==> src/rtl/acc_drain_mux_if.sv <==
// Handshake bundle for acc_drain_mux: NCH valid/ready input channels and
// one valid/ready output carrying the result word and its source channel.
interface acc_drain_mux_if #(
  parameter int NCH = 4,
  parameter int W   = 26
);
  localparam int CW = $clog2(NCH);

  logic [NCH*W-1:0] in_data;
  logic [NCH-1:0]   in_valid;
  logic [NCH-1:0]   in_ready;
  logic [W-1:0]     out_data;
  logic [CW-1:0]    out_ch;
  logic             out_valid;
  logic             out_ready;

  // master is the producer/consumer side around the drain stage
  modport master (
    output in_data, in_valid, out_ready,
    input  in_ready, out_data, out_ch, out_valid
  );

  modport slave (
    input  in_data, in_valid, out_ready,
    output in_ready, out_data, out_ch, out_valid
  );
endinterface

==> src/rtl/acc_drain_mux.sv <==
// Registered N-channel drain stage: one capture buffer per channel feeding a
// single output register, arbitrated round-robin or by a fixed channel index.
module acc_drain_mux #(
  parameter int  M   = 16,
  parameter int  Pa  = 8,
  parameter int  Pw  = 4,
  parameter int  MNO = 288,
  parameter int  NCH = 4,
  localparam int W   = $clog2(M) + Pa + Pw + $clog2(MNO) + 1,
  localparam int CW  = $clog2(NCH)
) (
  input  logic            clk,
  input  logic            rst_n,
  input  logic            mode_i,
  input  logic [CW-1:0]   sel_i,
  acc_drain_mux_if.slave  bus
);

  logic [NCH-1:0] pend_q, pend_d;
  logic [W-1:0]   buf_q [NCH];
  logic [W-1:0]   buf_d [NCH];
  logic [W-1:0]   out_data_q, out_data_d;
  logic [CW-1:0]  out_ch_q, out_ch_d;
  logic           out_valid_q, out_valid_d;
  logic [CW-1:0]  rr_ptr_q, rr_ptr_d;

  logic             can_load;
  logic             grant_any;
  logic [CW-1:0]    grant_idx;
  logic [2**CW-1:0] pend_ext;
  logic [CW:0]      idx;

  assign bus.in_ready  = ~pend_q;
  assign bus.out_data  = out_data_q;
  assign bus.out_ch    = out_ch_q;
  assign bus.out_valid = out_valid_q;

  // Zero-padding pend to a power of two makes sel_i >= NCH see "nothing pending".
  always_comb begin
    pend_ext            = '0;
    pend_ext[NCH-1:0]   = pend_q;
    can_load            = ~out_valid_q | bus.out_ready;
    grant_any           = 1'b0;
    grant_idx           = '0;
    idx                 = '0;
    if (can_load) begin
      if (mode_i) begin
        if (pend_ext[sel_i]) begin
          grant_any = 1'b1;
          grant_idx = sel_i;
        end
      end else begin
        for (int j = 0; j < NCH; j++) begin
          idx = {1'b0, rr_ptr_q} + (CW+1)'(j);
          if (idx >= (CW+1)'(NCH)) idx = idx - (CW+1)'(NCH);
          if (!grant_any && pend_ext[idx[CW-1:0]]) begin
            grant_any = 1'b1;
            grant_idx = idx[CW-1:0];
          end
        end
      end
    end
  end

  // NOTE: every _d starts from its _q value, so no branch can leave a latch behind.
  always_comb begin
    pend_d      = pend_q;
    buf_d       = buf_q;
    out_data_d  = out_data_q;
    out_ch_d    = out_ch_q;
    out_valid_d = out_valid_q;
    rr_ptr_d    = rr_ptr_q;

    for (int i = 0; i < NCH; i++) begin
      if (bus.in_valid[i] && !pend_q[i]) begin
        buf_d[i]  = bus.in_data[i*W +: W];
        pend_d[i] = 1'b1;
      end
    end

    // A captured channel is never the granted one: capture needs pend=0, grant pend=1.
    if (can_load) begin
      if (grant_any) begin
        out_data_d          = buf_q[grant_idx];
        out_ch_d            = grant_idx;
        out_valid_d         = 1'b1;
        pend_d[grant_idx]   = 1'b0;
        if (!mode_i) begin
          rr_ptr_d = (int'(grant_idx) == NCH-1) ? '0 : grant_idx + 1'b1;
        end
      end else begin
        out_valid_d = 1'b0;
      end
    end
  end

  // NOTE: state registers use non-blocking assignment so every flop samples pre-edge values.
  always_ff @(posedge clk or negedge rst_n) begin
    if (!rst_n) begin
      pend_q      <= '0;
      out_data_q  <= '0;
      out_ch_q    <= '0;
      out_valid_q <= 1'b0;
      rr_ptr_q    <= '0;
      // NOTE: the capture buffers are cleared as well, so a reset discards every held word.
      for (int i = 0; i < NCH; i++) buf_q[i] <= '0;
    end else begin
      pend_q      <= pend_d;
      buf_q       <= buf_d;
      out_data_q  <= out_data_d;
      out_ch_q    <= out_ch_d;
      out_valid_q <= out_valid_d;
      rr_ptr_q    <= rr_ptr_d;
    end
  end

endmodule
==> src/flat_wrapper.sv <==
// flat-port wrapper written by rule: the top's interface ports become plain ports
module acc_drain_mux_flat 
#(
  parameter int  M   = 16,
  parameter int  Pa  = 8,
  parameter int  Pw  = 4,
  parameter int  MNO = 288,
  parameter int  NCH = 4,
  localparam int W   = $clog2(M) + Pa + Pw + $clog2(MNO) + 1,
  localparam int CW  = $clog2(NCH)
)
  (clk, rst_n, mode_i, sel_i, bus_in_data, bus_in_valid, bus_out_ready, bus_in_ready, bus_out_data, bus_out_ch, bus_out_valid);
  acc_drain_mux_if #(.NCH(NCH)) bus_i ();
  input  logic clk;
  input  logic rst_n;
  input  logic mode_i;
  input  logic [CW-1:0] sel_i;
  input wire logic [$bits(bus_i.in_data)-1:0] bus_in_data;
  input wire logic [$bits(bus_i.in_valid)-1:0] bus_in_valid;
  input wire logic [$bits(bus_i.out_ready)-1:0] bus_out_ready;
  output wire logic [$bits(bus_i.in_ready)-1:0] bus_in_ready;
  output wire logic [$bits(bus_i.out_data)-1:0] bus_out_data;
  output wire logic [$bits(bus_i.out_ch)-1:0] bus_out_ch;
  output wire logic [$bits(bus_i.out_valid)-1:0] bus_out_valid;
  assign bus_i.in_data = bus_in_data;
  assign bus_i.in_valid = bus_in_valid;
  assign bus_i.out_ready = bus_out_ready;
  assign bus_in_ready = bus_i.in_ready;
  assign bus_out_data = bus_i.out_data;
  assign bus_out_ch = bus_i.out_ch;
  assign bus_out_valid = bus_i.out_valid;
  acc_drain_mux #(.M(M), .Pa(Pa), .Pw(Pw), .MNO(MNO), .NCH(NCH)) u_core (.clk(clk), .rst_n(rst_n), .mode_i(mode_i), .sel_i(sel_i), .bus(bus_i));
endmodule
==> config.mk <==
export PLATFORM = sky130hd
export DESIGN_NAME = acc_drain_mux_flat
export DESIGN_NICKNAME = d
export VERILOG_FILES = /design/src/rtl/acc_drain_mux_if.sv /design/src/rtl/acc_drain_mux.sv /design/src/flat_wrapper.sv
export SDC_FILE = /design/constraint.sdc
export NUM_CORES = 1
export LEC_CHECK = 0
export ABC_AREA = 1
export ABC_CLOCK_PERIOD_IN_PS = 2800
export BUFFER_PORTS_ARGS = -buffer_cell sky130_fd_sc_hd__buf_2
export CAP_MARGIN = 20
export CORE_MARGIN = 2
export CORE_UTILIZATION = 52
export DETAILED_ROUTE_END_ITERATION = 10
export GPL_TIMING_DRIVEN = 0
export MAX_ROUTING_LAYER = met4
export PLACE_DENSITY = 0.87
export SYNTH_ARGS = -nofsm -noshare
export SYNTH_HDL_FRONTEND = slang
export SYNTH_SLANG_ARGS = --single-unit
==> constraint.sdc <==
create_clock -name clk -period 2.8 [get_ports clk]
set_input_delay 0 -clock clk [delete_from_list [all_inputs] [get_ports clk]]
set_output_delay 0 -clock clk [all_outputs]
set_load 0.05 [all_outputs]
==> results of run 1 <==
## through the flow
step	cells	total power, mW
after global placement	1140	7.73
final	1283	10.5
after floorplan	822	6.68
after detailed placement	1141	7.90
after CTS	1283	10.3
after global routing	1283	11.1
## layer usage
metal | part of all wire | GRT usage
met5 | 0 | -
met4 | 0.038 | 0.152
met2 | 0.51 | 0.552
met1 | 0.39 | 0.378
met3 | 0.065 | 0.0589
## cell usage after synthesis (all sizes together)
library cell / count / area (um^2)
dfrtp: 139 / 3480
mux2: 32 / 360
buf: 26 / 181
ha: 4 / 50.1
nand2: 264 / 1030
nand3: 56 / 298
nand4: 1 / 6.26
a21oi: 78 / 390
nor2: 83 / 368
o211ai: 1 / 7.51
inv: 87 / 334
clkbuf: 16 / 60.1
o21ai: 3 / 15.0
nand3b: 32 / 240
## how the worst min path moves through the flow
stage / end
after floorplan: u_core.buf_q[0]
after global placement: u_core.buf_q[16]
after detailed placement: u_core.buf_q[13]
after CTS: u_core.bus.out_valid
after global routing: u_core.bus.out_valid
final: u_core.bus.out_valid
## power by group
group | switching, mW | internal (mW) | total, mW
sequential | 0.434 | 2.96 | 3.39
clock | 0.828 | 1.45 | 2.28
combinational | 3.23 | 1.56 | 4.79
## worst min-delay path: stages
cell	delay, ps
buf_2	120
nor2_1	60
nand3_2	80
nand2_4	90
nand2_1	70
## cell type report
cell class / instances / area (um^2)
repair buffers: 257 / 1870
clock inverters: 6 / 82.6
fillers: 909 / 3220
multi-input cells: 554 / 2770
plain buffers: 42 / 241
inverters: 87 / 334
well taps: 172 / 215
clock buffers: 26 / 519
flip-flops and latches: 139 / 3480
## what timing repair did
action | CTS | global route
hold endpoints to repair | 248 | 0
hold buffers | 110 | 0
gates resized for setup | 0 | 0
## state kept, by name, indices dropped and copies added (netlist names)
register and cells:
u_core.buf_q 104, u_core.bus.out_ch 2, u_core.bus.out_data 26, u_core.bus.out_valid 1
u_core.pend_ext 4, u_core.rr_ptr_q 2
## cells by family after synthesis
family	Yosys count	synth area share
AOI/OAI and AO/OA	82	0.0605
adders and majority gates	4	0.00734
muxes	32	0.0528
DFF	139	0.510
buffers and inverters	129	0.0844
and+or+nand+nor	436	0.285
==> flow_metrics.py, run 1 <==
metrics = {
    "drt": {
        "routed_wire_length_per_instance_um": 16.5,
        "routed_wirelength_mm": 21.2,
        "first_pass_iters": 7,
        "route.vias.total": 6697,
        "route.detailed.drc": 0,
        "drt_iter0_markers": 505,
        "ant_nets": 0,
        "vias_per_cell": 5.22,
    },
    "timing": {
        "min_period_over_period": 0.859,
        "setup_viol": 0,
        "worst_slack_ps": 395,
        "skew_ps": 5.94,
        "drv_slew": 0,
        "hold_violations": 0,
        "clock.fmax_ghz": 0.416,
        "holdWs_ps": 35.3,
        "finalSetupTns_ps": 0,
        "rsz0062_at_grt": "no",
        "worst_pin_slew_ps": 656,
        "period_minus_slack_ps": 2410,
        "slew_headroom": 0.563,
    },
    "clock_tree": {
        "postCtsSetupBuffers": 0,
        "clkTransAtPathRegs_ps": 60,
        "cts_root_buf": "clkbuf_16",
        "htreeDepth": 4,
        "cts_tree": "built",
        "numCtsBuffers": 17,
        "cts_sinks": 139,
        "clock_latency_ps": 420,
        "clock_path_buffers": 2,
    },
    "worst_hold_path": {
        "hold_class": "primary input to flop",
        "min_from": "mode_i",
        "hold_depth": 5,
    },
    "logic_synthesis": {
        "seq_area_frac_synth": 0.510,
        "synth_cell_types": 27,
        "ys_ff_latch": 139,
        "synth_area_um2": 6820,
        "yosysWarnings": 0,
        "syn_avg_cell_area_um2": 8.30,
        "synth_cells": 822,
        "syn_nets": 940,
    },
    "setup_path": {
        "cp-end-kind": "flop",
        "cp_slowest_stage_delay_ps": 380,
        "r2r_slack_ps": 390,
        "crit_fanout": 11,
        "required_ps": 3110,
        "cp.depth": 17,
        "start_kind": "flop",
        "r2r-end": "u_core.rr_ptr_q[1]",
        "critical_path.slowest_cell": "dfrtp_1",
        "critPathBufInv": 5,
        "crit_path_cell_trace": "buf_6, inv_6, nand2_1, nand2_1, inv_1, nand2_1, nand2_1, nand2_1, nand3_1, nand2_1, nand2_2, nand2_8, buf_6, inv_1, ha_1, nor2_1, a21oi_1",
        "crit_end": "u_core.rr_ptr_q[1]",
        "reg2regPathDepth": 17,
        "r2r-start": "u_core.rr_ptr_q[0]",
        "cp-startpoint": "u_core.rr_ptr_q[0]",
        "critPathTopFamily": "simple AND/OR/NAND/NOR gates",
        "crit_type": "flop to flop",
        "critical_path_arrival_ps": 2710,
        "crit_top_cell": "nand2_1",
    },
    "pwr": {
        "ir_drop_v": 0.000927,
        "p_per_area_nw_per_um2": 1100,
        "p_leak_nw": 5.06,
    },
    "place": {
        "gp_congestion": 0.896,
        "port_buffers": 146,
        "hpwl_mm": 12.9,
        "dpl_cell_area_um2": 7800,
        "dp_slack_ps": 474,
    },
    "final_layout": {
        "nNetsFinal": 1216,
        "layout_commonest_cell": "nand2_1",
        "mostFrequentLayoutCells": "nand2_1, buf_2, dfrtp_1",
        "design_area_um2": 9500,
        "drive_above_1_share": 0.224,
        "area_growth_pct": 39.3,
        "diodes": 0,
        "utilization": 0.747,
    },
    "global_route": {
        "grt_pass1_wl_mm": 34.5,
        "grt_pass1_vias": 7168,
        "track_usage": 0.326,
        "grt.overflow.total": 0,
        "antenna_found_initial": 0,
        "grt_max_degree": 104,
    },
    "die": {
        "rows": 41,
        "num_io_pins": 147,
        "start_util": 0.536,
        "die_area_um2": 14000,
        "core_area_um2": 12700,
        "die_w_um": 119,
        "die_y_um": 119,
    },
    "outcome": {
        "status": "finished clean",
    },
    "run": {
        "cap_violations": 0,
    },
}
Power figures use the tool's default switching activity.
==> run 2: changes to the inputs <==
Settings changed: ABC_CLOCK_PERIOD_IN_PS 2800 to 2500, HOLD_SLACK_MARGIN set to 0.15.
Clock period 2.8 ns to 2.5 ns, I/O delays scaled along.
==> flow_metrics.py, run 2 (synthesis gave the netlist of run 1 again) <==
metrics = {
    "final_layout": {
        "area_growth_pct": 40.8,
        "diodes": 0,
        "largest_register_ffs": 104,
        "regMostFlops": "u_core.buf_q",
        "mostFrequentLayoutCells": "nand2_1, buf_2, dfrtp_1",
        "stdcell_count": 1292,
        "layout_commonest_cell": "nand2_1",
        "drive_above_1_share": 0.228,
        "design_area_um2": 9600,
        "n_fill_cell": 896,
        "nNetsFinal": 1225,
    },
    "pwr": {
        "p_leak_nw": 5.12,
        "totalPowerFinal_mw": 11.8,
        "p_per_area_nw_per_um2": 1230,
        "ir_drop_v": 0.00122,
    },
    "die": {
        "rows": 41,
        "num_io_pins": 147,
        "die_w_um": 119,
        "die_y_um": 119,
        "die_area_um2": 14000,
        "start_util": 0.536,
        "core_area_um2": 12700,
    },
    "worst_hold_path": {
        "min_from": "sel_i[1]",
        "hold_end": "u_core.bus.out_data[1]",
        "hold_class": "primary input to flop",
        "hold_depth": 7,
    },
    "global_route": {
        "grt_busiest_layer": "met2",
        "track_usage": 0.331,
        "grt_pass1_wl_mm": 35.0,
        "gr-usage-met2": 0.565,
        "grt_max_degree": 104,
        "use_met1": 0.380,
        "grt.met3_usage": 0.0661,
        "grt.overflow.total": 0,
        "grt_pass1_vias": 7253,
        "antenna_found_initial": 0,
    },
    "setup_path": {
        "start_kind": "flop",
        "r2r-end": "u_core.bus.out_data[13]",
        "crit_fanout": 10,
        "critical_path_arrival_ps": 2660,
        "r2r_slack_ps": 150,
        "r2r-start": "u_core.rr_ptr_q[0]",
        "crit_type": "flop to flop",
        "reg2regPathDepth": 16,
        "required_ps": 2810,
        "cp-end-kind": "flop",
    },
    "timing": {
        "hold_violations": 0,
        "skew_ps": 7.88,
        "drv_slew": 0,
        "min_period_over_period": 0.942,
        "setup_viol": 0,
        "period_minus_slack_ps": 2350,
        "slew_headroom": 0.568,
        "worst_pin_slew_ps": 648,
        "clock.fmax_ghz": 0.425,
        "finalSetupTns_ps": 0,
        "rsz0062_at_grt": "no",
    },
    "place": {
        "port_buffers": 146,
        "hpwl_mm": 12.9,
        "place_inst": 1141,
        "dpl_cell_area_um2": 7800,
        "gp_congestion": 0.896,
    },
    "clock_tree": {
        "cts_tree": "built",
        "cts_root_buf": "clkbuf_16",
        "numCtsBuffers": 17,
        "clock_latency_ps": 430,
        "clock_path_buffers": 2,
        "clkTransAtPathRegs_ps": 60,
        "cts_sinks": 139,
        "htreeDepth": 4,
    },
    "drt": {
        "first_pass_iters": 7,
        "routed_wire_length_per_instance_um": 16.6,
        "route.detailed.drc": 0,
        "drt_iter0_markers": 499,
        "ant_nets": 0,
        "route.vias.total": 6820,
        "vias_per_cell": 5.28,
        "routed_wirelength_mm": 21.5,
    },
    "outcome": {
        "status": "finished clean",
    },
    "run": {
        "cap_violations": 0,
    },
}
## run 2: routing by layer
metal / up-vias / wire length, um
met5: - / 0
met4: 0 / 884
met3: 81 / 1420
met2: 362 / 11000
met1: 3231 / 8180
li1: 3146 / -
## run 2: worst max-delay path by stage
stage	start	slack (ps)	end	depth (start not counted)
floorplan	u_core.pend_ext[3]	170	u_core.rr_ptr_q[1]	15
global placement	rst_n	-470	u_core.buf_q[75]	1
detailed placement	u_core.rr_ptr_q[0]	170	u_core.rr_ptr_q[1]	17
CTS	u_core.rr_ptr_q[0]	150	u_core.rr_ptr_q[1]	17
global route	u_core.rr_ptr_q[0]	5	u_core.rr_ptr_q[1]	16
finish	u_core.rr_ptr_q[0]	150	u_core.bus.out_data[13]	16
## run 2: critical path, cell delays in order (launching register included)
cell,delay [ps]
dfrtp_1,380
buf_6,150
inv_6,70
nand2_1,70
nand2_2,100
nand2_1,60
nand2_1,90
nor2_1,60
nand3_2,80
nand2_4,90
nor2_8,250
buf_2,310
nand3_1,130
nand2_1,110
nand2_1,90
nand3_1,100
nand2_1,70
## run 2: power breakdown
part / total, mW / leakage [nW] / internal, mW / switching, mW
registers: 3.78 / 1.56 / 3.31 / 0.473
clock network: 2.57 / 0.296 / 1.62 / 0.943
logic: 5.46 / 3.26 / 1.80 / 3.66
## run 2: area by class of cell
type | count | area, um^2 | share of cell area
Clock inverter | 6 | 82.6 | 0.00860
Tap cell | 172 | 215 | 0.0224
Sequential cell | 139 | 3480 | 0.362
Multi-Input combinational cell | 554 | 2770 | 0.289
Timing Repair Buffer | 266 | 1960 | 0.204
Buffer | 42 | 245 | 0.0255
Inverter | 87 | 334 | 0.0348
Clock buffer | 26 | 519 | 0.0541
## run 2: through the flow
stage	setup slack [ps]	hold WS (ps)	utilization
floorplan	166	-296	-
global placement	-466	232	0.610
detailed placement	174	-78.3	0.613
CTS	153	305	0.752
global route	4.93	351	0.755
finish	146	318	0.755
## run 2: what timing repair did
action,CTS,global route
hold endpoints to repair,250,0
buffers inserted,0,4
hold buffers,115,0
setup endpoints to repair,0,3
gates resized for setup,0,3
